[src/rtl/ej32_st_ser_if.sv]
`default_nettype none
// ============================================================================
// Module      : ej32_st_ser_if
// Description : Bundle of the store-request side and the byte-wide memory
//               write side of the ej32 store serializer.
//               slave  : serializer view (request in, byte strobes out)
//               master : requester/memory view (drives req/sz/addr/wdata and
//                        mem_rdy, observes strobes and status)
// Ports       : req, sz[1:0], addr[ASZ-1:0], wdata[DSZ-1:0], mem_rdy,
//               mem_we, mem_a[ASZ-1:0], mem_d[7:0], busy, done, err
// Revision    : 1.0 - initial release
// ============================================================================
interface ej32_st_ser_if #(
    parameter int ASZ = 17,
    parameter int DSZ = 32
);
    logic           req;
    logic [1:0]     sz;
    logic [ASZ-1:0] addr;
    logic [DSZ-1:0] wdata;
    logic           mem_rdy;
    logic           mem_we;
    logic [ASZ-1:0] mem_a;
    logic [7:0]     mem_d;
    logic           busy;
    logic           done;
    logic           err;

    modport slave (
        input  req, sz, addr, wdata, mem_rdy,
        output mem_we, mem_a, mem_d, busy, done, err
    );

    modport master (
        output req, sz, addr, wdata, mem_rdy,
        input  mem_we, mem_a, mem_d, busy, done, err
    );
endinterface
`default_nettype wire

[src/rtl/ej32_st_ser.sv]
`default_nettype none
// ============================================================================
// Module      : ej32_st_ser
// Description : Serializes a byte/halfword/word store into big-endian byte
//               writes (MSB first) on a byte-wide memory port with a ready
//               handshake. Illegal size completes immediately with err.
// Ports       : clk  - clock, rising edge
//               rst  - synchronous active-high reset
//               bus  - ej32_st_ser_if.slave (request in, byte strobes out)
// Revision    : 1.0 - initial release
// ============================================================================
module ej32_st_ser #(
    parameter int ASZ = 17,
    parameter int DSZ = 32
) (
    input  wire logic      clk,
    input  wire logic      rst,
    ej32_st_ser_if.slave   bus
);

    typedef enum logic [1:0] {
        S_IDLE  = 2'd0,
        S_WRITE = 2'd1,
        S_DONE  = 2'd2
    } state_t;

    state_t         state_q,  state_d;
    logic [ASZ-1:0] addr_q,   addr_d;
    logic [DSZ-1:0] wdata_q,  wdata_d;
    logic [2:0]     n_q,      n_d;
    logic [1:0]     idx_q,    idx_d;
    logic           mem_we_q, mem_we_d;
    logic [ASZ-1:0] mem_a_q,  mem_a_d;
    logic [7:0]     mem_d_q,  mem_d_d;
    logic           busy_q,   busy_d;
    logic           done_q,   done_d;
    logic           err_q,    err_d;
    logic [1:0]     idx_nx;

    // Byte count for a legal size code; 00 is filtered out before use.
    function automatic logic [2:0] size_to_n(input logic [1:0] s);
        case (s)
            2'b01:   return 3'd1;
            2'b10:   return 3'd2;
            default: return 3'd4;
        endcase
    endfunction

    // Byte (n-1-idx) of the store value: big-endian, most significant first.
    function automatic logic [7:0] pick_byte(input logic [DSZ-1:0] d,
                                             input logic [2:0]     n,
                                             input logic [1:0]     idx);
        logic [2:0]     k;
        logic [DSZ-1:0] s;
        k = n - 3'd1 - {1'b0, idx};
        s = d >> {k, 3'b000};
        return s[7:0];
    endfunction

    always_comb begin
        state_d  = state_q;
        addr_d   = addr_q;
        wdata_d  = wdata_q;
        n_d      = n_q;
        idx_d    = idx_q;
        mem_we_d = mem_we_q;
        mem_a_d  = mem_a_q;
        mem_d_d  = mem_d_q;
        busy_d   = busy_q;
        done_d   = 1'b0;
        err_d    = 1'b0;
        idx_nx   = idx_q + 2'd1;

        case (state_q)
            S_IDLE: begin
                busy_d   = 1'b0;
                mem_we_d = 1'b0;
                mem_a_d  = '0;
                mem_d_d  = '0;
                if (bus.req) begin
                    busy_d = 1'b1;
                    if (bus.sz != 2'b00) begin
                        // First byte is presented directly from the inputs so
                        // it appears on the bus in the cycle after acceptance.
                        state_d  = S_WRITE;
                        addr_d   = bus.addr;
                        wdata_d  = bus.wdata;
                        n_d      = size_to_n(bus.sz);
                        idx_d    = 2'd0;
                        mem_we_d = 1'b1;
                        mem_a_d  = bus.addr;
                        mem_d_d  = pick_byte(bus.wdata, size_to_n(bus.sz), 2'd0);
                    end else begin
                        state_d = S_DONE;
                        done_d  = 1'b1;
                        err_d   = 1'b1;
                    end
                end
            end

            S_WRITE: begin
                if (bus.mem_rdy) begin
                    if ({1'b0, idx_q} == (n_q - 3'd1)) begin
                        state_d  = S_DONE;
                        mem_we_d = 1'b0;
                        mem_a_d  = '0;
                        mem_d_d  = '0;
                        done_d   = 1'b1;
                    end else begin
                        // Address adds wrap naturally at ASZ bits.
                        idx_d   = idx_nx;
                        mem_a_d = addr_q + ASZ'(idx_nx);
                        mem_d_d = pick_byte(wdata_q, n_q, idx_nx);
                    end
                end
            end

            S_DONE: begin
                state_d = S_IDLE;
                busy_d  = 1'b0;
            end

            default: begin
                state_d  = S_IDLE;
                busy_d   = 1'b0;
                mem_we_d = 1'b0;
                mem_a_d  = '0;
                mem_d_d  = '0;
            end
        endcase
    end

    always_ff @(posedge clk) begin
        if (rst) begin
            state_q  <= S_IDLE;
            addr_q   <= '0;
            wdata_q  <= '0;
            n_q      <= '0;
            idx_q    <= '0;
            mem_we_q <= 1'b0;
            mem_a_q  <= '0;
            mem_d_q  <= '0;
            busy_q   <= 1'b0;
            done_q   <= 1'b0;
            err_q    <= 1'b0;
        end else begin
            state_q  <= state_d;
            addr_q   <= addr_d;
            wdata_q  <= wdata_d;
            n_q      <= n_d;
            idx_q    <= idx_d;
            mem_we_q <= mem_we_d;
            mem_a_q  <= mem_a_d;
            mem_d_q  <= mem_d_d;
            busy_q   <= busy_d;
            done_q   <= done_d;
            err_q    <= err_d;
        end
    end

    assign bus.mem_we = mem_we_q;
    assign bus.mem_a  = mem_a_q;
    assign bus.mem_d  = mem_d_q;
    assign bus.busy   = busy_q;
    assign bus.done   = done_q;
    assign bus.err    = err_q;

endmodule
`default_nettype wire

[src/flat_wrapper.sv]
// flat-port wrapper written by rule: the top's interface ports become plain ports
module ej32_st_ser_flat 
#(
    parameter int ASZ = 17,
    parameter int DSZ = 32
)
  (clk, rst, bus_req, bus_sz, bus_addr, bus_wdata, bus_mem_rdy, bus_mem_we, bus_mem_a, bus_mem_d, bus_busy, bus_done, bus_err);
  ej32_st_ser_if #(.ASZ(ASZ), .DSZ(DSZ)) bus_i ();
  input  wire logic clk;
  input  wire logic rst;
  input wire logic [$bits(bus_i.req)-1:0] bus_req;
  input wire logic [$bits(bus_i.sz)-1:0] bus_sz;
  input wire logic [$bits(bus_i.addr)-1:0] bus_addr;
  input wire logic [$bits(bus_i.wdata)-1:0] bus_wdata;
  input wire logic [$bits(bus_i.mem_rdy)-1:0] bus_mem_rdy;
  output wire logic [$bits(bus_i.mem_we)-1:0] bus_mem_we;
  output wire logic [$bits(bus_i.mem_a)-1:0] bus_mem_a;
  output wire logic [$bits(bus_i.mem_d)-1:0] bus_mem_d;
  output wire logic [$bits(bus_i.busy)-1:0] bus_busy;
  output wire logic [$bits(bus_i.done)-1:0] bus_done;
  output wire logic [$bits(bus_i.err)-1:0] bus_err;
  assign bus_i.req = bus_req;
  assign bus_i.sz = bus_sz;
  assign bus_i.addr = bus_addr;
  assign bus_i.wdata = bus_wdata;
  assign bus_i.mem_rdy = bus_mem_rdy;
  assign bus_mem_we = bus_i.mem_we;
  assign bus_mem_a = bus_i.mem_a;
  assign bus_mem_d = bus_i.mem_d;
  assign bus_busy = bus_i.busy;
  assign bus_done = bus_i.done;
  assign bus_err = bus_i.err;
  ej32_st_ser #(.ASZ(ASZ), .DSZ(DSZ)) u_core (.clk(clk), .rst(rst), .bus(bus_i));
endmodule
[config.mk]
export PLATFORM = sky130hd
export DESIGN_NAME = ej32_st_ser_flat
export DESIGN_NICKNAME = d
export VERILOG_FILES = /design/src/rtl/ej32_st_ser_if.sv /design/src/rtl/ej32_st_ser.sv /design/src/flat_wrapper.sv
export SDC_FILE = /design/constraint.sdc
export NUM_CORES = 1
export LEC_CHECK = 0
export ABC_AREA = 1
export CAP_MARGIN = 15
export CELL_PAD_IN_SITES_DETAIL_PLACEMENT = 1
export CELL_PAD_IN_SITES_GLOBAL_PLACEMENT = 1
export CORE_MARGIN = 2
export CORE_UTILIZATION = 33
export DETAILED_ROUTE_END_ITERATION = 6
export GPL_TIMING_DRIVEN = 0
export HOLD_SLACK_MARGIN = 0.1
export PLACE_DENSITY_LB_ADDON = 0.25
export SYNTH_ARGS = -nofsm -noshare
export SYNTH_HDL_FRONTEND = slang
export SYNTH_SLANG_ARGS = --single-unit
[constraint.sdc]
create_clock -name clk -period 2.2 [get_ports clk]
set_clock_uncertainty 0.1 [all_clocks]
set_input_delay 0.44 -clock clk [delete_from_list [all_inputs] [get_ports clk]]
set_output_delay 0.44 -clock clk [all_outputs]
set_load 0.05 [all_outputs]
-- Word level (Yosys, flattened, before mapping)
Index checks and enable logic that the tools add are counted.
- bitwise gates (word level): 2
- eq/ne operators: 10
- reductions and logical operators: 9
- muxes and demuxes: 36
- shifts and indexed selects: 2
- add/subtract/negate cells: 5
- operator list (kind ; count):
    17-bit 2-to-1 mux ; 4
    32-bit by 6-bit >> shifter with 8-bit output ; 2
    17-bit case mux with 3 select lines ; 1
    8-bit 2-to-1 mux ; 4
    8-bit case mux with 3 select lines ; 1
    17-bit by 2-bit adder with 17-bit output ; 1
    2-bit 2-to-1 mux ; 8
    1-bit 2-to-1 mux ; 9
    3-bit 2-to-1 mux ; 3
    3-bit AND reduction ; 3
    2-bit case mux with 2 select lines ; 2
    2-bit inequality test (second input constant) ; 3
    3-bit case mux with 2 select lines ; 1
    3-bit by 1-bit subtractor with 3-bit output (second input constant) ; 2
    5-bit AND reduction ; 1
    2-bit by 1-bit == test with 1-bit output (second input constant) ; 2
    2-bit == test (second input constant) ; 2
    2-bit by 1-bit inequality test with 1-bit output (second input constant) ; 2
    1-bit case mux with 2 select lines ; 2
    2-bit nonzero test ; 2
    2-bit by 3-bit == test with 1-bit output ; 1
    1-bit case mux with 3 select lines ; 1
    3-bit by 2-bit subtractor with 3-bit output ; 1
    2-bit by 1-bit adder with 2-bit output (second input constant) ; 1
    other kinds (4) ; 5
- output and inout bits: 29
- word-level logic and storage cells: 75
- register bits: 85
- input bits: 55

-- Depth between registers and ports, before layout
- depth in word-level cells: 10
- depth in mapped cells: 14

-- Worst setup path after synthesis
Ideal clock, no wire load.
- path type: flip-flop to flip-flop
- start point: register u_core.n_q[0]
- end point: register u_core.mem_d_q[4] (netlist: u_core.bus.mem_d[4])
- cell stages (with the launch flop): 12
- buffers on the path: 1
- period minus slack after synthesis: 2.129 ns
- arrival: 1.958 ns
- setup slack: 0.071 ns
- data required time: 2.030 ns
- cells stage by stage: dfxtp_1 > inv_1 > ha_1 > inv_1 > fa_1 > buf_2 > o21ai_0 > o21ai_0 > nand3_1 > nand2_1 > nand2_1 > a21oi_1
- cells in the longest elaborated chain, start to end: 6
- elaborated cells between the ends (all ways): 7
- those cells by class: 2 x add/sub; 1 x eq/ne; 1 x shift; 3 x mux
- ends and longest elaborated chain (what ; RTL line ; source):
    start: declaration ; ej32_st_ser.sv:30 ; logic [2:0] n_q, n_d;
    start signal: assignment ; ej32_st_ser.sv:150 ; n_q <= n_d;
    3-bit by 1-bit subtractor with 3-bit output * ; ej32_st_ser.sv:55, ej32_st_ser.sv:103 ;
    3-bit by 2-bit subtractor with 3-bit output ; ej32_st_ser.sv:55 ; k = n - 3'd1 - {1'b0, idx};
    32-bit by 6-bit >> shifter with 8-bit output ; ej32_st_ser.sv:56 ; s = d >> {k, 3'b000};
    8-bit 2-to-1 mux * ; ej32_st_ser.sv:103 ; if ({1'b0, idx_q} == (n_q - 3'd1)) begin
    8-bit 2-to-1 mux * ; ej32_st_ser.sv:102 ; if (bus.mem_rdy) begin
    8-bit case mux with 3 select lines * ; ej32_st_ser.sv:74 ; case (state_q)
    end signal: assignment ; ej32_st_ser.sv:154 ; mem_d_q <= mem_d_d;
    end: declaration ; ej32_st_ser.sv:34 ; logic [7:0] mem_d_q, mem_d_d;
Every way passes the cells marked *; elsewhere a longest branch is shown, timed or not. The select of a mux whose other input is x is not followed.
A chain may end at the register's enable or synchronous reset.

-- Final worst setup path
Same ends and word-level chain as after synthesis.

==> key figures <==
Final layout
  • Share of cells above drive strength 1: 0.133
  • Count of nets after finishing: 813
  • Number of inserted diodes: 0
  • Final Util: 0.468
  • Area growth from synthesis to final layout: 37.6%
  • Layout filler cell count: 1,661
  • Most frequent standard cell in the layout excluding fill and tap cells: sky130_fd_sc_hd__nand2_1
  • Commonest non-fill, non-tap cells in the layout: sky130_fd_sc_hd__nand2_1 (162), sky130_fd_sc_hd__nor2_1 (99), sky130_fd_sc_hd__clkdlybuf4s50_1 (83)

STA
  • Achievable clock frequency: 443 MHz
  • Max transition margin: 0.574
  • Worst setup slack after layout: -0.0572 ns
  • Final count of negative-setup-slack endpoints: 6
  • Transition at the pin with the smallest max-transition slack: 0.640 ns
  • Clock period minus worst slack: 2.26 ns
  • Max-slew violation count: 0
  • Count of endpoints failing hold in the final timing report: 0
  • RSZ-0062 raised after global routing: yes
  • Final hold slack: 0.362 ns
  • Fin crit share: 1.03

Global route
  • Via count of the first global-routing pass: 4,860
  • Sum of overflow across all layers after global routing: 0
  • Total Routing Usage GR: 0.228
  • Antenna violations before repair: 0
  • First-pass GRT wire length: 25,200 um
  • Pin count of the biggest net entering global routing: 14

Synthesis
  • Synth warnings: 0
  • Adder and majority cell fraction of the synthesized area: 0.0295
  • Post-synth net total: 710
  • Netlist area before placement: 4330 um^2
  • Sequential share of the synthesized area: 0.393
  • Post-synthesis cell count: 646
  • Synthesized-area fraction occupied by and/or/nand/nor cells: 0.282
  • Mean instance size in the synthesized netlist: 6.70 um^2
  • Xor and xnor area share after synthesis: 0.0121
  • Number of unique standard cell types used by synthesis: 31
  • Top flip-flop cell by instance count after synthesis: sky130_fd_sc_hd__dfxtp_1
  • FF+latch count, synth: 85
  • Main combinational cell family by area after synthesis: simple AND/OR/NAND/NOR gates
  • Number of enable flip-flop cells after synthesis: 0
  • Synth Area in Compound Gates: 0.196
  • Post-synthesis async set-or-reset flop share: 0
  • Multiplexer fraction of the synthesized cell area: 0

Critical path
  • Worst flop-to-flop path startpoint: u_core.n_q[0]$_SDFFE_PP0P_
  • Worst setup EP type: flop
  • Critical Path Source Type: flop
  • R2r worst-path depth: 11
  • Largest driver fanout on the critical path: 5
  • Endpoint of the lowest-slack register-to-register path: u_core.bus.mem_d[4]$_SDFFE_PP0P_
  • CP arrival: 2.42 ns
  • Slack of the worst reg-to-reg path: -0.06 ns
  • Worst Setup Path Type: reg2reg
  • Critical path data required time: 2.37 ns

Drt
  • Post-route DRC: 0
  • Number of vias per cell after detailed routing: 5.00
  • Sum of routed wire length over all layers: 15,700 um
  • Total vias in the final route: 4,630
  • Pre-Repair DR Iteration Count: 4
  • Initial drt markers: 206
  • Avg WL per Cell: 16.9 um
  • DRT antenna net count: 0

Power and ir drop
  • Leakage power: 2.30 nW
  • Pwr Total: 5.01 mW
  • Total power density per cell area: 842 nW/um^2
  • Largest vdd supply drop: 0.000338 V

Floorplan
  • Total Die Area: 14,000 um^2
  • Area inside the core boundary: 12,700 um^2
  • Die height: 119 um
  • Io pins: 84
  • Chip width: 119 um
  • Number of cell rows: 41
  • Effective utilization at floorplan: 0.340

Place
  • Worst setup slack before clock tree synthesis: -0.715 ns
  • Count of input and output buffers: 83
  • Sum of net half-perimeters after detailed placement: 11,000 um
  • Final RePlAce weighted congestion: 0.835

Clock network
  • Clock tree buffer depth: 2
  • Clock root buffer: sky130_fd_sc_hd__clkbuf_16
  • Number of buffers added to fix hold violations after cts: 0
  • Clock Latency Late Sink: 0.34 ns
  • TritonCTS clock tree: built
  • Post-CTS clock slew at the launch and capture registers of the worst setup and hold paths: 0.07 ns
  • Clock buffers created by TritonCTS: 9
  • Depth of the CTS H-tree: 3
  • Sinks on Clock Net: 85

Outcome
  • Outcome: complete, but fails checks
  • Violated checks: setup timing

Run
  • Maxcap violations: 0

Hold path
  • Cell depth of the worst hold path: 2
  • Endpoint with the worst hold slack: u_core.bus.mem_a[1]$_SDFFE_PP0P_
  • Tightest Hold Check Type: reg2reg
  • Critical hold path startpoint: u_core.bus.mem_a[1]$_SDFFE_PP0P_
-- cell usage after synthesis (5+ instances only) --
cell,count,share of area
sky130_fd_sc_hd__inv_1,39,0.034
sky130_fd_sc_hd__nand2_1,167,0.14
sky130_fd_sc_hd__o21ai_0,84,0.097
sky130_fd_sc_hd__ha_1,7,0.020
sky130_fd_sc_hd__buf_2,8,0.0093
sky130_fd_sc_hd__inv_2,5,0.0043
sky130_fd_sc_hd__a21oi_1,66,0.076
sky130_fd_sc_hd__dfxtp_1,85,0.39
sky130_fd_sc_hd__buf_6,7,0.018
sky130_fd_sc_hd__nand3_1,25,0.029
sky130_fd_sc_hd__nor2_1,100,0.087
sky130_fd_sc_hd__clkbuf_1,16,0.014
-- per-layer routing --
layer  wire [um]  global-route usage  vias up
li1            -                   -     2291
met4         244              0.0573        0
met5           0                   0        -
met1        7200               0.293     2208
met3         729              0.0401       19
met2        7500               0.393      112
-- layout make-up --
class                   count  area (um^2)  area share
plain buffers              35          253      0.0425
inverters                  45          176      0.0296
flip-flops and latches     85         1710       0.287
repair buffers             92          906       0.152
clock buffers              12          267      0.0448
clock inverters             4         45.0     0.00757
multi-input cells         481         2380       0.400
well taps                 172          215      0.0362
-- stage by stage --
step	instance area (um^2)	std cells	TNS, ns
after floorplan	4330	646	0
after global placement	5370	901	-13.66
after detailed placement	5370	901	-16.41
after CTS	5830	922	-0.00331
after global routing	5950	926	-1.12
final	5950	926	-0.224
-- worst max-delay path, stage by stage, from the launching register on --
cell and delay (ns):
sky130_fd_sc_hd__dfxtp_2 0.34, sky130_fd_sc_hd__inv_2 0.05, sky130_fd_sc_hd__ha_4 0.26, sky130_fd_sc_hd__inv_2 0.04, sky130_fd_sc_hd__fa_2 0.64, sky130_fd_sc_hd__buf_6 0.16, sky130_fd_sc_hd__o21ai_0 0.08, sky130_fd_sc_hd__o21ai_1 0.14
sky130_fd_sc_hd__nand3_1 0.10, sky130_fd_sc_hd__nand2_2 0.12, sky130_fd_sc_hd__nand2_1 0.05, sky130_fd_sc_hd__a21oi_1 0.11
-- flip-flops by register name, indices dropped and copies added, names as in the netlist --
register	flops
u_core.bus.mem_a	17
u_core.n_q	3
u_core.idx_q	2
u_core.bus.mem_we	1
u_core.bus.busy	1
u_core.bus.done	1
u_core.bus.mem_d	8
u_core.state_q	2
u_core.bus.err	1
u_core.wdata_q	32
u_core.addr_q	17
-- how the worst max path moves through the flow --
stage / slack [ns] / start / endpoint
after floorplan: 0.07 / u_core.n_q[0]$_SDFFE_PP0P_ / u_core.bus.mem_d[4]$_SDFFE_PP0P_
after global placement: -0.65 / bus_sz[0] / u_core.bus.mem_d[2]$_SDFFE_PP0P_
after detailed placement: -0.72 / bus_sz[0] / u_core.bus.mem_d[3]$_SDFFE_PP0P_
after CTS: -0.003 / u_core.idx_q[0]$_SDFFE_PP0P_ / u_core.bus.mem_d[2]$_SDFFE_PP0P_
after global routing: -0.17 / u_core.n_q[0]$_SDFFE_PP0P_ / u_core.bus.mem_d[1]$_SDFFE_PP0P_
final: -0.06 / u_core.n_q[0]$_SDFFE_PP0P_ / u_core.bus.mem_d[4]$_SDFFE_PP0P_
-- power by group --
part           internal (mW)  switching [mW]
registers               1.69          0.0999
clock network          0.968           0.634
logic                  0.607            1.01
-- repair_timing --
| item | CTS | global route |
|---|---|---|
| cloned | 1 | 0 |
| buffers inserted | 4 | 4 |
| pin swaps | 10 | 17 |
| endpoints found under the setup margin | 20 | 34 |
| resized for setup | 41 | 46 |
-- logic make-up (layout without fill, tap and decap cells) --
family,count (synthesis),in the layout
and+or+nand+nor,303,303
AOI/OAI and AO/OA,163,163
DFF,85,85
buffers and inverters,80,188
adders and majority gates,9,9
xor gates and xnor gates,6,6
(Power assumes the default switching activity.)
